## config.mk

```make
export PLATFORM = sky130hd
export DESIGN_NAME = axi_timer_irq_ctrl
export DESIGN_NICKNAME = d
export VERILOG_FILES = /design/src/rtl/axi_timer_irq_ctrl.sv
export SDC_FILE = /design/constraint.sdc
export NUM_CORES = 1
export LEC_CHECK = 0
export ABC_AREA = 0
export ABC_CLOCK_PERIOD_IN_PS = 4300
export CORE_MARGIN = 3
export CORE_UTILIZATION = 55
export CTS_CLUSTER_SIZE = 14
export DETAILED_ROUTE_END_ITERATION = 8
export PLACE_DENSITY = 0.93
export SLEW_MARGIN = 20
export SYNTH_ARGS = -nofsm -noshare
export SYNTH_HDL_FRONTEND = slang
export SYNTH_SLANG_ARGS = --single-unit
```

## constraint.sdc

```tcl
create_clock -name clk -period 4.3 [get_ports clk]
set_clock_uncertainty 0.15 [all_clocks]
set_input_delay 0.86 -clock clk [delete_from_list [all_inputs] [get_ports clk]]
set_output_delay 0.86 -clock clk [all_outputs]
set_load 0.1 [all_outputs]
```

## src/rtl/axi_timer_irq_ctrl.sv

```systemverilog
// -----------------------------------------------------------------------------
// axi_timer_irq_ctrl
//
// Interrupt controller that sits downstream of the AXI timer/counter block.
// It watches the two "done" outputs of the timer, turns each rising edge into
// a sticky pending bit, counts the events per channel and drives one combined
// level interrupt towards the CPU. Software reaches it over AXI4-Lite.
//
// Register map (word decode on addr[AXI_ADDR_BW_p-1:2], addr[1:0] ignored):
//   0x00 PEND[1:0]    read pending bits, write-1-to-clear
//   0x04 EN[1:0]      interrupt enable, read/write
//   0x08 EVCNT0[31:0] channel 0 event counter, read/write (write loads)
//   0x0C EVCNT1[31:0] channel 1 event counter, read/write (write loads)
//   0x10 RAW[1:0]     live {i_cnt1_done, i_cnt0_done}, read-only
//   anything else     unmapped: SLVERR, read data 0, no state change
//
// Ports:
//   clk, rst_n            clock and synchronous active-low reset
//   i_axi_aw*/w*/b*       AXI4-Lite write address, data and response channels
//   i_axi_ar*/r*          AXI4-Lite read address and data channels
//   i_cnt0_done           done level from timer/counter 0
//   i_cnt1_done           done level from timer/counter 1
//   o_irq                 registered combined interrupt, |(PEND & EN)
// -----------------------------------------------------------------------------
module axi_timer_irq_ctrl #(
  parameter int AXI_ADDR_BW_p = 12
) (
  input  logic                     clk,
  input  logic                     rst_n,
  input  logic [AXI_ADDR_BW_p-1:0] i_axi_awaddr,
  input  logic                     i_axi_awvalid,
  input  logic [31:0]              i_axi_wdata,
  input  logic                     i_axi_wvalid,
  input  logic                     i_axi_bready,
  input  logic [AXI_ADDR_BW_p-1:0] i_axi_araddr,
  input  logic                     i_axi_arvalid,
  input  logic                     i_axi_rready,
  output logic                     o_axi_awready,
  output logic                     o_axi_wready,
  output logic [1:0]               o_axi_bresp,
  output logic                     o_axi_bvalid,
  output logic                     o_axi_arready,
  output logic [31:0]              o_axi_rdata,
  output logic [1:0]               o_axi_rresp,
  output logic                     o_axi_rvalid,
  input  logic                     i_cnt0_done,
  input  logic                     i_cnt1_done,
  output logic                     o_irq
);

  // Word index width after dropping the byte-lane bits.
  localparam int IDX_BW = AXI_ADDR_BW_p - 2;

  localparam logic [IDX_BW-1:0] IDX_PEND   = IDX_BW'(0);
  localparam logic [IDX_BW-1:0] IDX_EN     = IDX_BW'(1);
  localparam logic [IDX_BW-1:0] IDX_EVCNT0 = IDX_BW'(2);
  localparam logic [IDX_BW-1:0] IDX_EVCNT1 = IDX_BW'(3);
  localparam logic [IDX_BW-1:0] IDX_RAW    = IDX_BW'(4);

  localparam logic [1:0] RESP_OKAY   = 2'b00;
  localparam logic [1:0] RESP_SLVERR = 2'b10;

  // ---------------------------------------------------------------------------
  // Register state
  // ---------------------------------------------------------------------------
  logic [1:0]  pend;
  logic [1:0]  en;
  logic [31:0] evcnt0;
  logic [31:0] evcnt1;
  logic        prev0;
  logic        prev1;
  logic        irq_q;

  // AXI response state
  logic        bvalid_q;
  logic [1:0]  bresp_q;
  logic        rvalid_q;
  logic [31:0] rdata_q;
  logic [1:0]  rresp_q;

  // ---------------------------------------------------------------------------
  // Handshake and decode signals
  // ---------------------------------------------------------------------------
  logic              edge0;
  logic              edge1;
  logic              wr_fire;
  logic              rd_fire;
  logic [IDX_BW-1:0] wr_idx;
  logic [IDX_BW-1:0] rd_idx;

  logic        wr_pend;
  logic        wr_en;
  logic        wr_ev0;
  logic        wr_ev1;
  logic        wr_mapped;
  logic [31:0] rd_data;
  logic        rd_mapped;
  logic [1:0]  pend_clr;

  // The byte-lane bits of both addresses are deliberately ignored.
  logic unused_addr_bits;
  assign unused_addr_bits = ^{i_axi_awaddr[1:0], i_axi_araddr[1:0]};

  assign wr_idx = i_axi_awaddr[AXI_ADDR_BW_p-1:2];
  assign rd_idx = i_axi_araddr[AXI_ADDR_BW_p-1:2];

  // Rising-edge detect. A done level that is already high when reset is
  // released shows up as one edge, because the history resets to zero.
  assign edge0 = i_cnt0_done & ~prev0;
  assign edge1 = i_cnt1_done & ~prev1;

  // A write is taken only when address and data arrive together and no
  // response is still waiting, so exactly one write is ever outstanding.
  // The rst_n gating keeps the ready strobes low while reset is held.
  assign wr_fire = rst_n & i_axi_awvalid & i_axi_wvalid & ~bvalid_q;
  assign rd_fire = rst_n & i_axi_arvalid & ~rvalid_q;

  assign o_axi_awready = wr_fire;
  assign o_axi_wready  = wr_fire;
  assign o_axi_arready = rd_fire;

  assign o_axi_bvalid = bvalid_q;
  assign o_axi_bresp  = bresp_q;
  assign o_axi_rvalid = rvalid_q;
  assign o_axi_rdata  = rdata_q;
  assign o_axi_rresp  = rresp_q;
  assign o_irq        = irq_q;

  // ---------------------------------------------------------------------------
  // Write decode: one strobe per register, asserted only on the accept cycle.
  // RAW is mapped (OKAY) but has no storage, so it has no strobe.
  // ---------------------------------------------------------------------------
  always_comb begin
    wr_pend   = 1'b0;
    wr_en     = 1'b0;
    wr_ev0    = 1'b0;
    wr_ev1    = 1'b0;
    wr_mapped = 1'b0;
    case (wr_idx)
      IDX_PEND: begin
        wr_pend   = wr_fire;
        wr_mapped = 1'b1;
      end
      IDX_EN: begin
        wr_en     = wr_fire;
        wr_mapped = 1'b1;
      end
      IDX_EVCNT0: begin
        wr_ev0    = wr_fire;
        wr_mapped = 1'b1;
      end
      IDX_EVCNT1: begin
        wr_ev1    = wr_fire;
        wr_mapped = 1'b1;
      end
      IDX_RAW: begin
        wr_mapped = 1'b1;
      end
      default: begin
        wr_mapped = 1'b0;
      end
    endcase
  end

  // Bits to clear in PEND this cycle (write-1-to-clear).
  assign pend_clr = wr_pend ? i_axi_wdata[1:0] : 2'b00;

  // ---------------------------------------------------------------------------
  // Read mux: unused bits read as zero, unmapped offsets read as zero.
  // ---------------------------------------------------------------------------
  always_comb begin
    rd_data   = 32'h0;
    rd_mapped = 1'b1;
    case (rd_idx)
      IDX_PEND:   rd_data = {30'h0, pend};
      IDX_EN:     rd_data = {30'h0, en};
      IDX_EVCNT0: rd_data = evcnt0;
      IDX_EVCNT1: rd_data = evcnt1;
      IDX_RAW:    rd_data = {30'h0, i_cnt1_done, i_cnt0_done};
      default: begin
        rd_data   = 32'h0;
        rd_mapped = 1'b0;
      end
    endcase
  end

  // ---------------------------------------------------------------------------
  // Edge-detect history, sampled every cycle.
  // ---------------------------------------------------------------------------
  always_ff @(posedge clk) begin
    if (!rst_n) begin
      prev0 <= 1'b0;
      prev1 <= 1'b0;
    end else begin
      prev0 <= i_cnt0_done;
      prev1 <= i_cnt1_done;
    end
  end

  // ---------------------------------------------------------------------------
  // Pending bits. The clear is applied first and the new edge ORed in after,
  // so an edge arriving in the same cycle as a clear leaves the bit set.
  // ---------------------------------------------------------------------------
  always_ff @(posedge clk) begin
    if (!rst_n) begin
      pend <= 2'b00;
    end else begin
      pend <= (pend & ~pend_clr) | {edge1, edge0};
    end
  end

  // ---------------------------------------------------------------------------
  // Interrupt enables.
  // ---------------------------------------------------------------------------
  always_ff @(posedge clk) begin
    if (!rst_n) begin
      en <= 2'b00;
    end else if (wr_en) begin
      en <= i_axi_wdata[1:0];
    end
  end

  // ---------------------------------------------------------------------------
  // Event counters. A software load takes priority over a same-cycle edge;
  // that edge's increment is lost. Counters wrap naturally at 32 bits.
  // ---------------------------------------------------------------------------
  always_ff @(posedge clk) begin
    if (!rst_n) begin
      evcnt0 <= 32'h0;
      evcnt1 <= 32'h0;
    end else begin
      if (wr_ev0) begin
        evcnt0 <= i_axi_wdata;
      end else if (edge0) begin
        evcnt0 <= evcnt0 + 32'd1;
      end
      if (wr_ev1) begin
        evcnt1 <= i_axi_wdata;
      end else if (edge1) begin
        evcnt1 <= evcnt1 + 32'd1;
      end
    end
  end

  // ---------------------------------------------------------------------------
  // Combined interrupt, registered from the already-registered PEND and EN,
  // so an edge at cycle N raises o_irq at N+2.
  // ---------------------------------------------------------------------------
  always_ff @(posedge clk) begin
    if (!rst_n) begin
      irq_q <= 1'b0;
    end else begin
      irq_q <= |(pend & en);
    end
  end

  // ---------------------------------------------------------------------------
  // Write response. bvalid rises the cycle after accept and is held until the
  // master takes it; a new write cannot be accepted while it is high.
  // ---------------------------------------------------------------------------
  always_ff @(posedge clk) begin
    if (!rst_n) begin
      bvalid_q <= 1'b0;
      bresp_q  <= RESP_OKAY;
    end else if (wr_fire) begin
      bvalid_q <= 1'b1;
      bresp_q  <= wr_mapped ? RESP_OKAY : RESP_SLVERR;
    end else if (bvalid_q && i_axi_bready) begin
      bvalid_q <= 1'b0;
    end
  end

  // ---------------------------------------------------------------------------
  // Read response. Data is captured on accept and held stable while rvalid
  // waits for rready, even if the underlying register changes meanwhile.
  // ---------------------------------------------------------------------------
  always_ff @(posedge clk) begin
    if (!rst_n) begin
      rvalid_q <= 1'b0;
      rdata_q  <= 32'h0;
      rresp_q  <= RESP_OKAY;
    end else if (rd_fire) begin
      rvalid_q <= 1'b1;
      rdata_q  <= rd_data;
      rresp_q  <= rd_mapped ? RESP_OKAY : RESP_SLVERR;
    end else if (rvalid_q && i_axi_rready) begin
      rvalid_q <= 1'b0;
    end
  end

endmodule

```

==> run metrics <==
Setup violations, final 0; Hold Path Class reg -> reg; Post-Syn Area per Cell 8.59 sq um; Area contributors post-synth dfxtp_1, xnor2_1, o21ai_2; Ports 107; Cell Area, Synth 5250 sq um; NumNets Final 761; Via Count 5072; grt met1 use 32.7%; maximum buffer depth of the clock tree 2; cells on worst reg2reg path 5; first-pass GRT wire length 23700 um; worst reg-to-reg setup slack 1.77 ns; peak supply drop 216 uV; met3 Resource Use GR 4.55%; Antenna diodes 0; fin. max-slew vios 0; Crit Path Category in -> out; area leader, netlist dfxtp_1; Die ar. 10800 sq um; largest net degree at the start of global routing 55; CTS H-tree depth 3; wirelength, routed 14600 um; clock sink total 107; CP Launch Point i_axi_arvalid; FF-to-FF End evcnt1[30]$_SDFFE_PN0P_; crit end category output port; sequential area share after synthesis 40.8%; CP Max Fanout 6; Initial Util 56.8%; worst slew pin tran 0.981 ns; std cell rows 35; DRT antenna net count 0; outcome completed; RePlAce Congestion 0.891; Tmin final 3.40 ns; synthesized instance count 611; Post-Place Cells 812; sum of negative setup slack 0 ns; root buf cell clkbuf_8; Worst slew margin 34.4%; final count of hold timing violations 0; Die Ht 104 um; leading cell type in the layout, fill and taps excluded dfxtp_1; f_max 294 MHz; most frequent cells in the layout dfxtp_1, clkdlybuf4s50_1, nand2_1; Critical Path Start Type input port; initial DRC count 527; worst path required time 3.29 ns; area grow syn2layout 24.4%; drt via density 6.13; IO Port Bufs 100; TritonCTS buffer count 9; layout cells sized above 1 9.59%; #FFs+latches synth 107; critical path arrival 2.39 ns; Die W 104 um; # hold bufs at CTS 0; part of the cycle the worst path needs 79.1%; CTS clk-pin slew, worst paths 0.09 ns; vias in the first global route 4865; 1st-pass router iterations 5; post-route insts no fill 828; hpwl dp 10100 um; Core Area 9240 sq um; CTS tree built; PwrDens 276 nW/um^2; Yosys warning count 0; CTS resizes 0; end of the critical path o_axi_arready; Cell variety after synth 42; Leak 2.07 nW; grt ovf 0; Synth top area share 40.8%; Hold Slack 0.310 ns; initial antenna violation count 0; clock latency on the worst-skew pair 0.37 ns; worst reg2reg startpoint o_axi_bvalid$_SDFFE_PN0P_; Top Usage Layer GRT met2; RSZ-0062 raised after global routing false; met2 Track Usage GR 45.6%; Max Cap Violations 0; Post-CTS Repair Setup Buffers 0; average routed wire per standard cell 17.7 um; drc violations 0; GRT Total Usage 26.4%
==> per-stage QoR <==
step / total power [W] / area (sq um) / util (%) / setup slack (ns)
after CTS: 0.00179 / 6530 / 70.6 / 0.920
after global placement: 0.00122 / 6340 / 68.7 / 0.770
after detailed placement: 0.00123 / 6340 / 68.7 / 0.682
after floorplan: 0.00113 / 5250 / - / 1.10
final: 0.00180 / 6530 / 70.6 / 0.899
after global routing: 0.00184 / 6530 / 70.6 / 0.854
==> cell type report <==
class,count,area [sq um]
multi-input cells,454,2890
fillers,700,2710
flip-flops and latches,107,2140
repair buffers,110,1110
well taps,129,161
clock buffers,10,138
clock inverters,6,46.3
inverters,12,45.0
==> report_power, final <==
part           internal, W  total [W]  switching [W]
registers          0.00100    0.00101      0.0000103
logic            0.0000823   0.000199       0.000117
clock network     0.000231   0.000589       0.000358
==> sequential cells by signal, indices dropped and copies added (netlist names), 2 cells and up <==
register and cells:
en 2, evcnt0 32, evcnt1 32, o_axi_rdata 32, pend 2
==> cells by family after synthesis <==
group	share of synthesized area, %
DFF	40.8
buffers and inverters	4.36
adders and majority gates	0.477
muxes	1.14
and+or+nand+nor	20.6
other	0.0714
xor gates and xnor gates	10.3
AOI/OAI and AO/OA	22.2
==> critical path, stage by stage <==
cell             delay, ns
clkdlybuf4s50_1       0.47
nor2b_1               0.49
and2_1                0.35
buf_12                0.21
==> worst min-delay path by stage <==
| stage | cells past startpoint | from | endpoint |
|---|---|---|---|
| detailed placement | 2 | o_axi_rdata[19]$_SDFFE_PN0P_ | o_axi_rdata[19]$_SDFFE_PN0P_ |
| finish | 2 | o_axi_rdata[17]$_SDFFE_PN0P_ | o_axi_rdata[17]$_SDFFE_PN0P_ |
| global placement | 2 | o_axi_rdata[17]$_SDFFE_PN0P_ | o_axi_rdata[17]$_SDFFE_PN0P_ |
| floorplan | 2 | pend[0]$_SDFF_PN0_ | pend[0]$_SDFF_PN0_ |
| global route | 2 | o_axi_rdata[25]$_SDFFE_PN0P_ | o_axi_rdata[25]$_SDFFE_PN0P_ |
| CTS | 2 | o_axi_rdata[17]$_SDFFE_PN0P_ | o_axi_rdata[17]$_SDFFE_PN0P_ |
==> routing by layer <==
layer  part of all wire, %  up-vias
li1                      -     2378
met1                    39     2370
met2                    49      274
met3                   8.7       50
met4                   2.7        0
met5                     0        -
==> cell usage after synthesis <==
cell      number
dfxtp_1      107
nand2_1       52
a21oi_1       45
o21ai_1       40
nor2_1        39
a22oi_1       33
xnor2_1       32
o21ai_2       30
xor2_1        30
clkbuf_1      26
nand3_1       24
a211oi_1      22
nand4_1       18
nor4_1        16
inv_1         12
nor3_1        10
and3_1         7
and4_1         7
mux2i_1        6
and2_1         5
nand3b_1       5
o21ai_0        5
buf_1          4
buf_2          3
buf_4          3
buf_6          3
nor2b_1        3
o22ai_1        3
or3_1          3
a31oi_1        2
ha_1           2
nand4b_1       2
or4_1          2
or4_4          2
a311oi_1       1
conb_1         1
nor3_4         1
nor4_2         1
nor4_4         1
nor4b_1        1
nor4b_4        1
or2_1          1
Note: power is estimated with default switching activity, not from simulation.
